===== src/rtl/piso_pkg.sv =====
// Shared types and constants for the piso_d_ff parallel-in serial-out transmitter.
package piso_pkg;

  typedef enum logic [0:0] {
    IDLE  = 1'b0,
    SHIFT = 1'b1
  } state_t;

  localparam int DEFAULT_WIDTH   = 4;
  localparam bit MSB_FIRST_ORDER = 1'b1;
  localparam bit LSB_FIRST_ORDER = 1'b0;

endpackage


===== src/rtl/piso_d_ff_if.sv =====
// Load handshake plus serial output bundle of piso_d_ff.
interface piso_d_ff_if import piso_pkg::*; #(
  parameter int WIDTH = DEFAULT_WIDTH
) ();

  logic [WIDTH-1:0] d_pin;
  logic             load_valid;
  logic             load_ready;
  logic             q_sout;
  logic             sout_valid;
  logic             sout_last;

  modport master (
    output d_pin, load_valid,
    input  load_ready, q_sout, sout_valid, sout_last
  );

  modport slave (
    input  d_pin, load_valid,
    output load_ready, q_sout, sout_valid, sout_last
  );

endinterface


===== src/rtl/piso_bit_cnt.sv =====
// Loadable down-counter that saturates at zero and flags the zero state.
module piso_bit_cnt #(
  parameter int CW = 2
) (
  input  logic          clk,
  input  logic          rst,
  input  logic          load,
  input  logic          dec,
  input  logic [CW-1:0] load_val,
  output logic          zero
);

  logic [CW-1:0] cnt_r;

  // Count register: load wins over decrement, never wraps below zero.
  always_ff @(posedge clk or negedge rst) begin
    if (!rst) begin
      cnt_r <= '0;
    end else if (load) begin
      cnt_r <= load_val;
    end else if (dec && (cnt_r != '0)) begin
      cnt_r <= cnt_r - CW'(1);
    end else begin
      cnt_r <= cnt_r;
    end
  end

  assign zero = (cnt_r == '0);

endmodule


===== src/rtl/piso_d_ff.sv =====
// Parallel-in serial-out shift register with valid/ready load and gapless streaming.
module piso_d_ff import piso_pkg::*; #(
  parameter int WIDTH     = DEFAULT_WIDTH,
  parameter bit MSB_FIRST = MSB_FIRST_ORDER
) (
  input logic        clk,
  input logic        rst,
  piso_d_ff_if.slave bus
);

  localparam int            CW       = $clog2(WIDTH);
  localparam logic [CW-1:0] LAST_IDX = CW'(WIDTH - 1);

  state_t           state_r;
  state_t           state_nxt_s;
  logic [WIDTH-1:0] shreg_r;
  logic             zero_s;
  logic             accept_s;
  logic             dec_s;
  logic             out_bit_s;
  logic             load_ready_s;
  logic             q_sout_s;
  logic             sout_valid_s;
  logic             sout_last_s;

  // load_ready never looks at load_valid, so accept has no loop through the source.
  assign accept_s  = bus.load_valid & load_ready_s;
  assign dec_s     = (state_r == SHIFT) & ~zero_s;
  assign out_bit_s = (MSB_FIRST == MSB_FIRST_ORDER) ? shreg_r[WIDTH-1] : shreg_r[0];

  piso_bit_cnt #(.CW(CW)) u_bit_cnt (
    .clk      (clk),
    .rst      (rst),
    .load     (accept_s),
    .dec      (dec_s),
    .load_val (LAST_IDX),
    .zero     (zero_s)
  );

  // State register.
  always_ff @(posedge clk or negedge rst) begin
    if (!rst) begin
      state_r <= IDLE;
    end else begin
      state_r <= state_nxt_s;
    end
  end

  // Next-state logic: a load on the last bit keeps streaming with no gap.
  always_comb begin
    state_nxt_s = state_r;
    case (state_r)
      IDLE: begin
        if (accept_s) state_nxt_s = SHIFT;
        else          state_nxt_s = IDLE;
      end
      SHIFT: begin
        if (!zero_s)       state_nxt_s = SHIFT;
        else if (accept_s) state_nxt_s = SHIFT;
        else               state_nxt_s = IDLE;
      end
      default: state_nxt_s = IDLE;
    endcase
  end

  // Output decode from registered state only.
  always_comb begin
    load_ready_s = 1'b1;
    q_sout_s     = 1'b0;
    sout_valid_s = 1'b0;
    sout_last_s  = 1'b0;
    case (state_r)
      IDLE: begin
        load_ready_s = 1'b1;
      end
      SHIFT: begin
        load_ready_s = zero_s;
        q_sout_s     = out_bit_s;
        sout_valid_s = 1'b1;
        sout_last_s  = zero_s;
      end
      default: begin
        load_ready_s = 1'b1;
      end
    endcase
  end

  // Shift register: d_pin is sampled only on accept, so X elsewhere never enters.
  always_ff @(posedge clk or negedge rst) begin
    if (!rst) begin
      shreg_r <= '0;
    end else if (accept_s) begin
      shreg_r <= bus.d_pin;
    end else if (state_r == SHIFT) begin
      if (MSB_FIRST == MSB_FIRST_ORDER) shreg_r <= {shreg_r[WIDTH-2:0], 1'b0};
      else                              shreg_r <= {1'b0, shreg_r[WIDTH-1:1]};
    end else begin
      shreg_r <= shreg_r;
    end
  end

  assign bus.load_ready = load_ready_s;
  assign bus.q_sout     = q_sout_s;
  assign bus.sout_valid = sout_valid_s;
  assign bus.sout_last  = sout_last_s;

endmodule


===== src/flat_wrapper.sv =====
// flat-port wrapper written by rule: the top's interface ports become plain ports
module piso_d_ff_flat import piso_pkg::*;
#(
  parameter int WIDTH     = DEFAULT_WIDTH,
  parameter bit MSB_FIRST = MSB_FIRST_ORDER
)
  (clk, rst, bus_d_pin, bus_load_valid, bus_load_ready, bus_q_sout, bus_sout_valid, bus_sout_last);
  piso_d_ff_if #(.WIDTH(WIDTH)) bus_i ();
  input logic clk;
  input logic rst;
  input wire logic [$bits(bus_i.d_pin)-1:0] bus_d_pin;
  input wire logic [$bits(bus_i.load_valid)-1:0] bus_load_valid;
  output wire logic [$bits(bus_i.load_ready)-1:0] bus_load_ready;
  output wire logic [$bits(bus_i.q_sout)-1:0] bus_q_sout;
  output wire logic [$bits(bus_i.sout_valid)-1:0] bus_sout_valid;
  output wire logic [$bits(bus_i.sout_last)-1:0] bus_sout_last;
  assign bus_i.d_pin = bus_d_pin;
  assign bus_i.load_valid = bus_load_valid;
  assign bus_load_ready = bus_i.load_ready;
  assign bus_q_sout = bus_i.q_sout;
  assign bus_sout_valid = bus_i.sout_valid;
  assign bus_sout_last = bus_i.sout_last;
  piso_d_ff #(.WIDTH(WIDTH), .MSB_FIRST(MSB_FIRST)) u_core (.clk(clk), .rst(rst), .bus(bus_i));
endmodule

===== config.mk =====
export PLATFORM = sky130hd
export DESIGN_NAME = piso_d_ff_flat
export DESIGN_NICKNAME = d
export VERILOG_FILES = /design/src/rtl/piso_pkg.sv /design/src/rtl/piso_d_ff_if.sv /design/src/rtl/piso_bit_cnt.sv /design/src/rtl/piso_d_ff.sv /design/src/flat_wrapper.sv
export SDC_FILE = /design/constraint.sdc
export NUM_CORES = 1
export LEC_CHECK = 0
export ABC_AREA = 1
export CAP_MARGIN = 20
export CORE_AREA = 2 2 39 41
export CTS_BUF_LIST = sky130_fd_sc_hd__clkbuf_8
export CTS_CLUSTER_DIAMETER = 120
export CTS_CLUSTER_SIZE = 25
export DETAILED_ROUTE_END_ITERATION = 8
export DIE_AREA = 0 0 41 43
export GPL_ROUTABILITY_DRIVEN = 0
export GPL_TIMING_DRIVEN = 0
export PLACE_DENSITY_LB_ADDON = 0.2
export SLEW_MARGIN = 20
export SYNTH_ARGS = -nofsm -noshare
export SYNTH_HDL_FRONTEND = slang
export SYNTH_SLANG_ARGS = --single-unit

===== constraint.sdc =====
create_clock -name clk -period 1.7 [get_ports clk]
set_input_delay 0.34 -clock clk [delete_from_list [all_inputs] [get_ports clk]]
set_output_delay 0.34 -clock clk [all_outputs]
set_load 0.1 [all_outputs]

* Word level (Yosys, flattened, before mapping)
Cells that the tools add are included.
Widths: inputs -> output; s select.
** Word-level totals
- Output and inout port bits :: 4
- Bits of input ports :: 7
- Bits in registers :: 7
- Logic and storage cells :: 24
** Cells by class
- Muxes and demuxes :: 11
- Add/sub/neg operators :: 1
- Reductions and logical operators :: 5
- Bitwise gates (word level) :: 4
** Operators by type and width (count)
- $mux 4 :: 2
- $reduce_bool 2->1 :: 3
- $mux 1 :: 5
- $mux 2 :: 2
- $pmux 1 s2 :: 2
- $and 1x1->1 :: 2
- $logic_not 2->1 :: 1
- $not 1->1 :: 2
- $sub 2x1->2 const B :: 1
- $logic_and 1x1->1 :: 1

* Longest topological paths before layout
- Depth after elaboration :: 6
- Gate-level depth with buffers :: 8
- Mapped depth without buffers :: 8

* Cells and area by module
Synthesis repeated with hierarchy kept, for this count alone.
** Second synthesis, totals
- Cell total of the unflattened synthesis :: 57
- Area total of the unflattened synthesis :: 419.2 um2
** By module, submodules not included
- piso_d_ff :: times used 1, sequential area each 125.1 um2, area each 291.5 um2, cells an instance 38
- piso_bit_cnt :: times used 1, sequential area each 50.0 um2, area each 127.6 um2, cells an instance 19

* Worst setup path after synthesis
Ideal clock, no wire load.
- Path type :: register to output
- Start :: register u_core.state_r
- End :: output bus_q_sout
- Setup slack :: -0.382 ns
- Buffers on the path :: 0
- Data required time :: 1.360 ns
- Data arrival time :: 1.742 ns
- Cell stages (with the launch flop) :: 3
- Path through :: dfrtp_1 > nand2_1 > inv_1
** Between the ends
- Word-level cells in the longest chain between the ends :: 1
** Ends and longest elaborated chain
- from (decl) :: line piso_d_ff.sv:14 : state_t state_r;
- from (signal assigned) :: line piso_d_ff.sv:45 : state_r <= state_nxt_s;
- $mux 1 :: line piso_d_ff.sv:72 : case (state_r)
- to (decl) :: line flat_wrapper.sv:14 : output wire logic [$bits(bus_i.q_sout)-1:0] bus_q_sout;
Every way passes these cells.

* Worst setup path in the final report
- Start :: register u_core.u_bit_cnt.cnt_r[0]
- End :: output bus_load_ready
** Between the ends
- Word-level cells in the longest chain between the ends :: 2
** Ends and longest elaborated chain
- from (decl) :: line piso_bit_cnt.sv:13 : logic [CW-1:0] cnt_r;
- from (signal assigned) :: line piso_bit_cnt.sv:20 : cnt_r <= load_val;
- from (signal assigned) :: line piso_bit_cnt.sv:22 : cnt_r <= cnt_r - CW'(1);
- from (signal assigned) :: line piso_bit_cnt.sv:24 : cnt_r <= cnt_r;
- $logic_not 2->1 :: line piso_bit_cnt.sv:28 : assign zero = (cnt_r == '0);
- $pmux 1 s2 :: line piso_d_ff.sv:72
- to (decl) :: line flat_wrapper.sv:13 : output wire logic [$bits(bus_i.load_ready)-1:0] bus_load_ready;
Every way passes these cells.

==> metrics.md <==
| Metric | Value |
|---|---|
| Maximum number of pins on one net before global-route repair | 10 |
| Cell Rows | 14 |
| Crit Path Category | reg -> out |
| Async SR Flop Fraction | 100% |
| Share of cells above drive strength 1 | about 24% |
| Number of primary I/O pins | 11 |
| Synth area leaders | dfrtp_1 47%, nand2_1 15%, inv_1 10% |
| Status | completed |
| Overall fraction of global-route tracks in use | a little over a tenth |
| Register area | around 180 um^2 |
| Endpoint of the worst-slack reg-to-reg timing path | u_core.shreg_r[2]$_DFFE_PN0P_ |
| DP Wirelength | around 550 um |
| Summed negative setup slack over all endpoints | 0 ns |
| WL final | between 700 and 800 um |
| CP arrival | about 1.3 ns |
| Clk_skew | 0.00107 ns |
| Beginning of the critical path | u_core.u_bit_cnt.cnt_r[0]$_DFFE_PN0P_ |
| Number of DRC markers after the initial detailed-route iteration | 14 |
| Cell depth of the worst flop-to-flop path | 7 |
| Via count of the first global-routing pass | 297 |
| Number of register bits inferred by synthesis | 7 |
| Class of the worst hold path | in -> async |
| Library cell with the largest summed area after synthesis | dfrtp_1 |
| Number of instances in the placed design | 74 |
| Series of cell instances along the critical path | inv_1, ha_1, inv_1, nand2_4, buf_6 |
| R2r setup slk | between 0.5 and 0.6 ns |
| Number of DRC violations after detailed routing | 0 |
| Chip Width | between 40 and 50 um |
| Clock root buffer master | clkbuf_8 |
| Unrepaired setup endpoints after global routing | no |
| CP top delay family | buffers and inverters |
| Clock Sinks | 7 |
| Multi-input combinational cell area | roughly 160 um^2 |
| Vias per cell | ~4.3 |
| Number of H-tree levels | 1 |
| Starting utilization of the core area | between 20% and 30% |
| Sequential-to-total area share from yosys stat | 47.1% |
| Buffering stage count on the worst path with inverters included | 3 |
| Clock transition at the registers of the reported paths | about 0.04 ns |
| Via count | roughly 340 |
| Count of final setup violators | 0 |
| Clock latency of the later-clocked register in the worst-skew pair | about 0.23 ns |
| Sort of element at the end of the critical path | output pin |
| Number of hold violations in the final report | 0 |
| WP depth | 5 |
| Count of port buffers added during placement | 10 |
| Die H | between 40 and 50 um |
| Post-synthesis cell area | 372 um^2 |
| TritonCTS clock tree | done |
| Post-Layout Cell Count | between 70 and 80 |
| Net count after synthesis | 56 |
| Wire length of the first global-routing pass | between 1000 and 1500 um |
| Crit path time final | roughly 1.6 ns |
| Placeable core area | between 0.001 and 0.0015 mm^2 |
| Post-route antenna net violation count | 0 |
| Setup Slack @ Placement | -0.563 ns |
| Max clock buf depth | 2 |
| Critical path fanouts, max | 9 |
| Master of the slowest instance on the critical path | dfrtp_1 |
| Pin slew with the least headroom to its limit | 0.543 ns |
| Required time reported for the critical path endpoint | 1.36 ns |
| Largest stage delay on the critical path | approximately 0.35 ns |
| Worst Slack Setup Final | roughly 0.11 ns |
| Remaining global-route overflow | 0 |
| Number of inserted filler cells in the final layout | 148 |
| Cell with the most instances after synthesis | nand2_1 |
| CP dominant cell by count | inv_1 |
| Final number of max-transition violations | 0 |
| Type of origin of the critical path | register |
| Fraction of the cycle the final worst path needs | 93.7% |
| Max-capacitance violation count | 0 |
| Area share of the leading cell type in the synthesized netlist | approximately 47% |
| Max-slew headroom | a little under two thirds |
| Top achievable clock speed | between 0.6 and 0.7 GHz |
| Syn avg cell area | between 7 and 8 um^2 |
| DIE AREA | 0.00176 mm^2 |
| Number of buffers added for setup after CTS | 0 |
| Growth of design area from synthesis to finish | 46.5% |
| # diodes | 0 |
| Dominant register cell in the synthesized netlist | dfrtp_1 |
| Number of warnings printed during yosys synthesis | 0 |
| Commonest cells post-synth | 15 x nand2_1, 10 x inv_1, 7 x dfrtp_1, 6 x nand3_1 |
| Synthesized netlist cell count | 48 |
| Critical R2R Launch | u_core.u_bit_cnt.cnt_r[0]$_DFFE_PN0P_ |
| Wire length per cell | between 9 and 10 um |
| Distinct cells, synth | 12 |
| Worst Setup EP | bus_load_ready |
| Initial antenna violation count | 0 |
| Count of TritonRoute iterations in the first routing pass | 4 |
| Inserted Clock Buffers | 3 |
| Number of enable-type register cells in the synthesized netlist | 0 |
| Nets@finish | 71 |
==> cells in the final DEF, fill, tap and decap left out <==
cell type         n
nand2_1          15
inv_1             9
nand3_1           6
clkdlybuf4s50_1   6
dfrtp_1           6
clkbuf_8          3
clkinvlp_4        2
nor2_1            2
nand3_2           2
buf_6             2
nand2_4           1
nand2_2           1
nor2_2            1
clkinv_1          1
o21ai_1           1
ha_1              1
clkdlybuf4s15_2   1
buf_2             1
dfrtp_2           1
==> worst min path at each step <==
| stage | startpoint | to | cells past startpoint | slack [ns] |
|---|---|---|---|---|
| after floorplan | rst | u_core.shreg_r[0]$_DFFE_PN0P_ | 0 | 0.04 |
| after global placement | u_core.shreg_r[0]$_DFFE_PN0P_ | u_core.shreg_r[0]$_DFFE_PN0P_ | 2 | 0.47 |
| after detailed placement | u_core.shreg_r[0]$_DFFE_PN0P_ | u_core.shreg_r[0]$_DFFE_PN0P_ | 2 | 0.47 |
| after CTS | rst | u_core.u_bit_cnt.cnt_r[0]$_DFFE_PN0P_ | 1 | 0.40 |
| final | rst | u_core.shreg_r[1]$_DFFE_PN0P_ | 1 | 0.38 |
| after global routing | rst | u_core.shreg_r[1]$_DFFE_PN0P_ | 1 | 0.40 |
==> routing by layer <==
| layer | GRT usage [%] | routed length (um) | up-vias |
|---|---|---|---|
| li1 | - | - | 171 |
| met3 | 4.71 | 24 | 5 |
| met2 | 13.8 | 332 | 9 |
| met5 | 0 | 0 | - |
| met1 | 11.8 | 319 | 153 |
| met4 | 12.0 | 37 | 0 |
==> sequential cells by signal, summed over array words and instances, names as in the netlist <==
signal / flops
u_core.shreg_r: 4
u_core.state_r: 1
u_core.u_bit_cnt.cnt_r: 2
==> what timing repair did <==
| item | CTS | global route |
|---|---|---|
| setup endpoints to repair | 4 | 2 |
| hold buffers | 0 | 0 |
| resized for setup | 20 | 2 |
==> worst register-to-register path, stage by stage (launching register included) <==
cell	delay, ns
dfrtp_1	0.35
inv_1	0.08
ha_1	0.17
inv_1	0.07
nand2_4	0.11
nand2_1	0.10
nand2_1	0.09
nand3_1	0.07
==> cell families after synthesis <==
family          Yosys count  synth area share, %
simple gates             28                 37.0
buf+inv                  11                 11.1
flops                     7                 47.1
compound gates            1                 1.35
fa+ha+maj                 1                 3.37
==> metrics by stage <==
| step | hold slack [ns] | area (um^2) | util, % |
|---|---|---|---|
| after floorplan | 0.0444 | 380 | - |
| after global placement | 0.465 | 500 | 36.2 |
| after detailed placement | 0.466 | 500 | 36.2 |
| after CTS | 0.399 | 537 | 38.8 |
| after global routing | 0.403 | 544 | 39.3 |
| final | 0.385 | 544 | 39.3 |
==> layout make-up <==
type                    count  share of cell area (%)
flip-flops and latches      7                    32.4
multi-input cells          30                    28.5
repair buffers             10                    18.2
inverters                  11                    8.97
clock buffers               3                    7.59
well taps                  16                    3.68
clock inverters             1                   0.690
Power is left out: the tool's default activity adds up to more than one toggle a clock period on the data nets, which glitch-free logic cannot reach.
